[src/rtl/mul_arb_pkg.sv]
// mul_arb_pkg: shared widths, default requester count and FSM state encoding for mul_arbiter.
package mul_arb_pkg;
  localparam int OP_W      = 64;
  localparam int RES_W     = 128;
  localparam int N_REQ_DEF = 4;
  typedef enum logic [1:0] {IDLE, START, WAIT_DONE, CLEAR} state_e;
endpackage

[src/rtl/rr_arbiter.sv]
// rr_arbiter: combinational round-robin pick, first requester after last_idx wins.
module rr_arbiter #(
  parameter int N  = 4,
  parameter int IW = (N > 1) ? $clog2(N) : 1
) (
  input  logic [N-1:0]  req,
  input  logic [IW-1:0] last_idx,
  output logic [N-1:0]  grant,
  output logic          valid
);
  always_comb begin
    grant = '0;
    // scan farthest-to-nearest so the nearest pending requester is written last
    for (int k = N; k >= 1; k--)
      if (req[(int'(last_idx) + k) % N]) grant = N'(1) << ((int'(last_idx) + k) % N);
    valid = |req;
  end
endmodule

[src/rtl/mul_arbiter.sv]
// mul_arbiter: round-robin sharing of one sequential 64x64 signed multiplier among N_REQ requesters.
// Optional watchdog enabled by defining MUL_ARB_TIMEOUT_EN.
module mul_arbiter
  import mul_arb_pkg::*;
#(
  parameter int N_REQ          = N_REQ_DEF,
  parameter int TIMEOUT_CYCLES = 256
) (
  input  logic                  clk,
  input  logic                  reset,
  input  logic [N_REQ-1:0]      req,
  input  logic [N_REQ*OP_W-1:0] req_multiplier,
  input  logic [N_REQ*OP_W-1:0] req_multiplicand,
  output logic [N_REQ-1:0]      gnt,
  output logic [N_REQ-1:0]      done,
  output logic [RES_W-1:0]      result,
  output logic [N_REQ-1:0]      err,
  output logic [OP_W-1:0]       mul_multiplier,
  output logic [OP_W-1:0]       mul_multiplicand,
  output logic                  mul_op_start,
  output logic                  mul_op_clear,
  input  logic                  mul_op_done,
  input  logic [RES_W-1:0]      mul_result
);
  localparam int IW = (N_REQ > 1) ? $clog2(N_REQ) : 1;
  state_e             state_q, state_d;
  logic [IW-1:0]      idx_q, idx_d, sel_idx;
  logic [N_REQ-1:0]   gnt_q, gnt_d, done_q, done_d, rr_grant;
  logic               rr_valid, tmo;
  logic [RES_W-1:0]   result_q, result_d;
  logic [OP_W-1:0]    mplier_q, mplier_d, mcand_q, mcand_d;

  rr_arbiter #(.N(N_REQ)) u_rr (
    .req     (req),
    .last_idx(idx_q),
    .grant   (rr_grant),
    .valid   (rr_valid)
  );

  always_comb begin
    sel_idx = '0;
    for (int i = 0; i < N_REQ; i++)
      if (rr_grant[i]) sel_idx = IW'(i);
  end

`ifdef MUL_ARB_TIMEOUT_EN
  localparam int CW = $clog2(TIMEOUT_CYCLES + 1);
  logic [CW-1:0]    cnt_q, cnt_d;
  logic [N_REQ-1:0] err_q;
  always_comb begin
    cnt_d = (state_q == WAIT_DONE) ? cnt_q + 1'b1 : '0;
    tmo   = (state_q == WAIT_DONE) && !mul_op_done && (cnt_q == CW'(TIMEOUT_CYCLES - 1));
  end
  always_ff @(posedge clk) begin
    cnt_q <= reset ? '0 : cnt_d;
    err_q <= (reset || !tmo) ? '0 : N_REQ'(1) << idx_q;
  end
  assign err = err_q;
`else
  logic [31:0] unused_timeout;
  assign unused_timeout = TIMEOUT_CYCLES;
  assign tmo = 1'b0;
  assign err = '0;
`endif

  always_comb begin
    state_d  = state_q;
    idx_d    = idx_q;
    gnt_d    = '0;
    done_d   = '0;
    result_d = result_q;
    mplier_d = mplier_q;
    mcand_d  = mcand_q;
    unique case (state_q)
      IDLE: if (rr_valid) begin
        state_d  = START;
        idx_d    = sel_idx;
        gnt_d    = rr_grant;
        mplier_d = req_multiplier[sel_idx*OP_W +: OP_W];
        mcand_d  = req_multiplicand[sel_idx*OP_W +: OP_W];
      end
      START: state_d = WAIT_DONE;
      WAIT_DONE: if (mul_op_done || tmo) begin
        state_d  = CLEAR;
        done_d   = N_REQ'(1) << idx_q;
        result_d = mul_op_done ? mul_result : '0;
      end
      CLEAR: state_d = IDLE;
      default: state_d = IDLE;
    endcase
  end

  // idx_q doubles as the round-robin pointer; N_REQ-1 gives requester 0 first priority
  always_ff @(posedge clk) begin
    if (reset) begin
      state_q  <= IDLE;
      idx_q    <= IW'(N_REQ - 1);
      gnt_q    <= '0;
      done_q   <= '0;
      result_q <= '0;
      mplier_q <= '0;
      mcand_q  <= '0;
    end else begin
      state_q  <= state_d;
      idx_q    <= idx_d;
      gnt_q    <= gnt_d;
      done_q   <= done_d;
      result_q <= result_d;
      mplier_q <= mplier_d;
      mcand_q  <= mcand_d;
    end
  end

  assign gnt              = gnt_q;
  assign done             = done_q;
  assign result           = result_q;
  assign mul_multiplier   = mplier_q;
  assign mul_multiplicand = mcand_q;
  assign mul_op_start     = (state_q == START) || (state_q == WAIT_DONE);
  assign mul_op_clear     = (state_q == CLEAR);
endmodule
[config.mk]
export PLATFORM = sky130hd
export DESIGN_NAME = mul_arbiter
export DESIGN_NICKNAME = d
export VERILOG_FILES = /design/src/rtl/mul_arb_pkg.sv /design/src/rtl/rr_arbiter.sv /design/src/rtl/mul_arbiter.sv
export SDC_FILE = /design/constraint.sdc
export NUM_CORES = 1
export LEC_CHECK = 0
export ABC_AREA = 1
export CAP_MARGIN = 20
export CORE_AREA = 8 8 347 349
export DETAILED_ROUTE_END_ITERATION = 8
export DIE_AREA = 0 0 355 357
export PLACE_DENSITY = 0.35
export SYNTH_ARGS = -nofsm -noshare
export SYNTH_HDL_FRONTEND = slang
export SYNTH_SLANG_ARGS = --single-unit
[constraint.sdc]
create_clock -name clk -period 4.99 [get_ports clk]
set_clock_uncertainty 0.05 [all_clocks]
set_input_delay 0.7485 -clock clk [delete_from_list [all_inputs] [get_ports clk]]
set_output_delay 0.7485 -clock clk [all_outputs]
set_load 0.02 [all_outputs]
==> summary.md, run 1 <==
| Metric | Value |
|---|---|
| Status | complete, no violations |
| Final period util | 71.47% |
| Clk root buf | clkbuf_16 |
| Layout cells sized above 1 | 3.454% |
| Drt wl/cell | 21.43 um |
| Initial antenna violation count | 52 |
| Dpl ws | 1.141 ns |
| RSZ-0062 raised after global routing | no |
| Post-route cell area | 0.02730 mm^2 |
| Register area | 0.005365 mm^2 |
| CP Capture Type | flop |
| Number of max-cap violations | 0 |
| Min cycle time layout | 3.566 ns |
| Setup Viol. Count Final | 0 |
| Synth cell types | 26 |
| #FFs+latches synth | 268 |
| Sum Neg Setup Slack | 0 ns |
| Cells after Synth | 2506 |
| Core ar. | 0.1151 mm^2 |
| Vias per cell | 3.924 |
| Worst Path Arrival | 4.01 ns |
| Layout Nets | 3953 |
| WHS | 0.4303 ns |
| Fillers | 13.10k |
| Dpl cell area | 0.02581 mm^2 |
| Largest net degree at the start of global routing | 181 |
| Placed insts | 4778 |
| Post-CTS Hold Fix Bufs | 0 |
| Setup CP Type | flop to flop |
| CP max FO | 54 |
| Die width | 355 um |
| Post-route antenna net violation count | 0 |
| Clock latency on the worst-skew pair | 0.58 ns |
| Post-CTS sizing | 0 |
| Die Y | 357 um |
| Seq/Total Area, Yosys | 35.29% |
| Htree depth | 2 |
| Clock-pin slew on the worst setup and hold paths | 0.06 ns |
| Relative slew slack | 38.75% |
| P_leak | 11.77 nW |
| Via count | 19.15k |
| Non-filler cells, final | 4879 |
| Req. time, crit path | 5.44 ns |
| Multi-input gate area | 0.007483 mm^2 |
| Num rows | 125 |
| Initial Util | 13.21% |
| Vias in the first global route | 19.13k |
| Slew Limit Fails | 0 |
| Final Hold Viols | 0 |
| 1st-iter DRT viols | 1016 |
| CTS tree | yes |
| Post-synth EDFFs | 0 |
| Crit path launch type | flop |
| HPWL after detailed placement | 80.35 mm |
| Num ports | 917 |
| Die area | 0.1267 mm^2 |
| CTS max path bufs | 3 |
| Mapped cell area | 0.01520 mm^2 |
| Routed wire length | 104.5 mm |
| Flop2flop setup slack | 1.42 ns |
| Tot Pwr | 18.74 mW |
| Ys Warns | 0 |
| CTS Buf Count | 42 |
| Primary FF master, synth | dfxtp_1 |
| Max Clk Rate | 0.2804 GHz |
| DRC violations left | 0 |
| CTS sink count | 268 |
| Area Growth Syn to Fin | 79.58% |
| PortBufs | 912 |
| Total gr overflow | 0 |
| Final Util | 23.72% |
| Worst-Margin Slew | 0.9187 ns |
| Router iterations before antenna repair | 5 |
| Peak supply drop | 0.4856 mV |
| Setup bufs post-CTS | 0 |
| Synth Area per Inst | 6.067 um^2 |
| PnR worst setup slack | 1.424 ns |
| Async S/R FF share, synth | 0% |
| PD cells | 686.5 mW/mm^2 |
| Gr usage total | 15.49% |
| Worst hold path type | flop to flop |
| Placer Congestion | 0.8156 |
| First-pass GRT wire length | 144.9 mm |
power breakdown:
group	internal (mW)	total [mW]	switching, mW
Sequential	2.81	3.16	0.350
Combinational	4.11	12.5	8.35
Clock	1.86	3.13	1.26
critical path, cell delays in order, from the launching register on:
cell and delay, ns:
dfxtp_1 0.52, inv_2 0.18, ha_1 0.38, inv_1 0.08, nand3_1 0.09, nand2_1 0.17
nand2_1 0.13, inv_1 0.08, a21oi_4 0.31, nand2_8 0.31, nand2_8 0.44, buf_4 0.36
nand2_1 0.09, nand2_1 0.09, a21oi_1 0.06
synth_stat cells, types with 2 or more instances:
library cell  count  area (um^2)
dfxtp_1         268         5365
buf_2            72        360.4
nor2_1          282         1059
o21ai_0         386         1932
buf_4            13        97.59
nand2_1         539         2023
nand4_1         124        775.7
a21oi_1         261         1306
nand3_1          16        80.08
ha_1              8        100.1
clkinv_1          2        7.510
o211ai_1          2        15.01
nand2_4           2        22.52
nand2_2           7        43.79
clkbuf_1         96        360.4
buf_1            16        60.06
inv_1           401         1505
nand3_2           3        30.03
final cells by class:
cell class                 instances  area share, %
multi-input combinational       1638          27.41
sequential                       268          19.65
timing repair buffer             943          34.88
clock inverter                    13         0.7195
tap                             1524          6.984
inverter                         405          5.623
antenna                           26         0.2383
clock buffer                      62          4.491
layout by cell type (no fill, tap or decap), types with 6 or more instances in the layout:
cell / count
dfxtp_1: 268
nand3_1: 16
ha_1: 8
o21ai_0: 386
nand2_1: 538
buf_4: 18
clkbuf_8: 10
nand2_2: 6
clkbuf_16: 42
buf_12: 13
nand4_1: 124
nor2_1: 281
inv_1: 400
clkbuf_1: 10
clkdlybuf4s50_1: 912
a21oi_1: 261
diode_2: 26
path summary, 6_finish.rpt:
check,cells after the start,start,to
worst max-delay path,14,idx_q[0],mul_multiplier[38]
worst min-delay path,2,result[25],result[25]
worst max register to register,14,idx_q[0],mul_multiplier[38]
worst min register to register,2,result[25],result[25]
routing by layer:
metal,vias to the layer above,wire length [um],track usage [%]
li1,9537,-,-
met5,-,212,0
met4,32,2107,3.867
met3,119,10580,6.839
met2,701,48810,25.59
met1,8758,42830,18.33
registers in the layout, summed over array words and instances, names as in the netlist:
| signal | cells |
|---|---|
| idx_q | 2 |
| gnt | 4 |
| result | 128 |
| mul_multiplier | 64 |
| mul_multiplicand | 64 |
| state_q | 2 |
| done | 4 |
logic make-up (layout without fill, tap and decap cells):
logic type | after synthesis | count (layout) | synth area share (%)
AO/OA/AOI/OAI | 652 | 652 | 21.59
flip-flops | 268 | 268 | 35.29
adder cells (fa/ha/maj) | 8 | 8 | 0.6584
AND/OR/NAND/NOR | 974 | 974 | 26.57
buffers and inverters | 603 | 1423 | 15.87
other | 1 | 30 | 0.02467
Note: power is estimated with default switching activity, not from simulation.
==> run 2: changes to the inputs <==
--- a/config.mk
+++ b/config.mk
@@ -7,9 +7,9 @@
 export LEC_CHECK = 0
 export ABC_AREA = 1
 export CAP_MARGIN = 20
-export CORE_AREA = 8 8 347 349
+export CORE_AREA = 8 8 350 352
 export DETAILED_ROUTE_END_ITERATION = 8
-export DIE_AREA = 0 0 355 357
+export DIE_AREA = 0 0 358 360
 export PLACE_DENSITY = 0.35
 export SYNTH_ARGS = -nofsm -noshare
 export SYNTH_HDL_FRONTEND = slang
==> constraint.sdc (replaced) <==
create_clock -name clk -period 3.5 [get_ports clk]
set_clock_uncertainty 0.05 [all_clocks]
set_input_delay 0.525 -clock clk [delete_from_list [all_inputs] [get_ports clk]]
set_output_delay 0.525 -clock clk [all_outputs]
set_load 0.02 [all_outputs]
==> run 2 against run 1 <==
  * Via count is 0.98% higher
  * Register-to-register slack lost 1.0 ns
  * Combinational power up 52%
  * Setup slack got worse by 1.0 ns
  * Sequential share of layout area shrank 0.29 points
  * Die area increased by 1.7%
  * Final area increased by 1.5%
  * Non-clock buffer count up 44
  * Sequential power rose by 43%
  * Core utilization about the same
  * First-iteration DRC count rose by 8.4%
  * Highest routed layer unchanged
==> summary.md, run 2 (synthesized netlist as in run 1, its figures left out) <==
| Metric | Value |
|---|---|
| Final Util | 23.69% |
| Routed wire length | 108.4 mm |
| Core ar. | 0.1170 mm^2 |
| Crit-path most repeated cell | nand2_1 |
| Most frequent cells in the layout | 912 x clkdlybuf4s50_1, 538 x nand2_1, 400 x inv_1, 386 x o21ai_0, 281 x nor2_1 |
| Drt wl/cell | 21.97 um |
| Worst hold path type | flop to flop |
| Die area | 0.1289 mm^2 |
| Worst-Margin Slew | 0.6494 ns |
| Layout Nets | 3997 |
| Largest net degree at the start of global routing | 111 |
| WHS Endpoint | result[60] |
| Final Hold Viols | 0 |
| Post-CTS Hold Fix Bufs | 0 |
| PD cells | 999.2 mW/mm^2 |
| Slew Limit Fails | 0 |
| Flop2flop setup slack | 0.38 ns |
| Placer Congestion | 0.8366 |
| Peak supply drop | 0.7786 mV |
| CTS Buf Count | 42 |
| Number of max-cap violations | 0 |
| Reg2reg start | idx_q[0] |
| Crit path launch type | flop |
| Clock-pin slew on the worst setup and hold paths | 0.06 ns |
| Non-filler cells, final | 4933 |
| Area Growth Syn to Fin | 82.28% |
| Crit-path max cell delay | 0.42 ns |
| Worst reg2reg endpoint | mul_multiplier[0] |
| HPWL after detailed placement | 85.57 mm |
| PortBufs | 912 |
| Clk root buf | clkbuf_16 |
| Num rows | 126 |
| Setup Viol. Count Final | 0 |
| Max Clk Rate | 0.3208 GHz |
| CP startpoint | idx_q[0] |
| Status | complete, no violations |
| Clock latency on the worst-skew pair | 0.59 ns |
| CTS tree | yes |
| Max reg flops | 128 |
| Initial antenna violation count | 54 |
| Hold Crit Depth | 2 |
| Gr usage total | 15.93% |
| Setup CP Type | flop to flop |
| Vias per cell | 3.919 |
| Worst Reg-to-Reg Cells | 15 |
| Req. time, crit path | 3.98 ns |
| Num ports | 917 |
| CP Capture Type | flop |
| Router iterations before antenna repair | 5 |
| Vias in the first global route | 19.85k |
| RSZ-0062 raised after global routing | no |
| Worst Hold Launch | result[60] |
| Setup bufs post-CTS | 0 |
| Initial Util | 13.00% |
| Fillers | 13.27k |
| CTS max path bufs | 3 |
| Htree depth | 2 |
| Commonest non-fill, non-tap cell in the layout | clkdlybuf4s50_1 |
| Layout cells sized above 1 | 4.635% |
| Post-route antenna net violation count | 0 |
| Final period util | 89.05% |
| P_leak | 11.99 nW |
| CP max FO | 59 |
| Total gr overflow | 0 |
| Sum Neg Setup Slack | 0 ns |
| Worst Path Arrival | 3.60 ns |
| Min cycle time layout | 3.117 ns |
| Cell Chain, Critical Path | inv_2 -> ha_1 -> inv_1 -> nand3_1 -> nand2_1 -> inv_1 -> nand2_1 -> nand2_2 -> inv_8 -> nand2_8 -> buf_12 -> buf_12 -> a21oi_1 -> nand2_1 -> a21oi_1 |
| Placed insts | 4834 |
| Crit-path slowest cell | dfxtp_2 |
| Relative slew slack | 56.25% |
| DRC violations left | 0 |
| Die width | 358 um |
| Die Y | 360 um |
| Via count | 19.33k |
| CTS sink count | 268 |
| First-pass GRT wire length | 150.2 mm |
| WHS | 0.4308 ns |
| 1st-iter DRT viols | 1101 |
==> run 2: cell type report <==
class / count / area (um^2) / area share [%]
clock inverters: 13 / 113.9 / 0.4109
well taps: 1536 / 1922 / 6.935
clock buffers: 55 / 1160 / 4.185
repair buffers: 987 / 10050 / 36.28
multi-input cells: 1638 / 7483 / 27.00
diodes: 31 / 77.57 / 0.2799
inverters: 405 / 1535 / 5.540
flip-flops and latches: 268 / 5366 / 19.36
==> run 2: how the worst max path moves through the flow <==
stage	to	slack [ns]	cells past startpoint
floorplan	mul_multiplicand[45]	1.20	16
global placement	mul_multiplier[0]	0.17	17
detailed placement	mul_multiplier[0]	0.21	17
CTS	mul_multiplier[0]	0.22	15
global route	mul_multiplier[0]	0.11	15
finish	mul_multiplier[0]	0.38	15
==> run 2: stage by stage <==
| stage | cell area (um^2) | setup slack [ns] | power, mW |
|---|---|---|---|
| floorplan | 15210 | 1.200 | 15.38 |
| global placement | 26360 | 0.1705 | 24.11 |
| detailed placement | 26360 | 0.2062 | 24.06 |
| CTS | 27630 | 0.2241 | 28.45 |
| global route | 27670 | 0.1050 | 30.34 |
| finish | 27710 | 0.3831 | 27.69 |
==> run 2: critical path: cells and delay by family, from the launching register on <==
| family | cells | cell delay (ns) |
|---|---|---|
| buf+inv | 6 | 0.94 |
| fa+ha+maj | 1 | 0.36 |
| compound gates | 2 | 0.40 |
| simple gates | 6 | 0.78 |
| flops | 1 | 0.42 |
==> run 2: per-layer routing <==
layer	global-route usage [%]	vias to the layer above	wire length, um
met5	0	-	240
met4	4.611	38	2324
met3	6.605	127	10250
met2	26.37	668	50600
met1	18.76	8863	44980
li1	-	9638	-
==> run 2: what timing repair did <==
action                     4_1_cts  5_1_grt
hold endpoints to repair         0        0
setup endpoints to repair        0        1
gates resized for setup          0        1
==> run 2: where the power goes <==
group	leakage (nW)	internal [mW]	switching, mW
sequential	2.20	4.00	0.514
combinational	9.16	6.69	12.3
clock	0.626	2.33	1.81
total	12.0	13.0	14.7
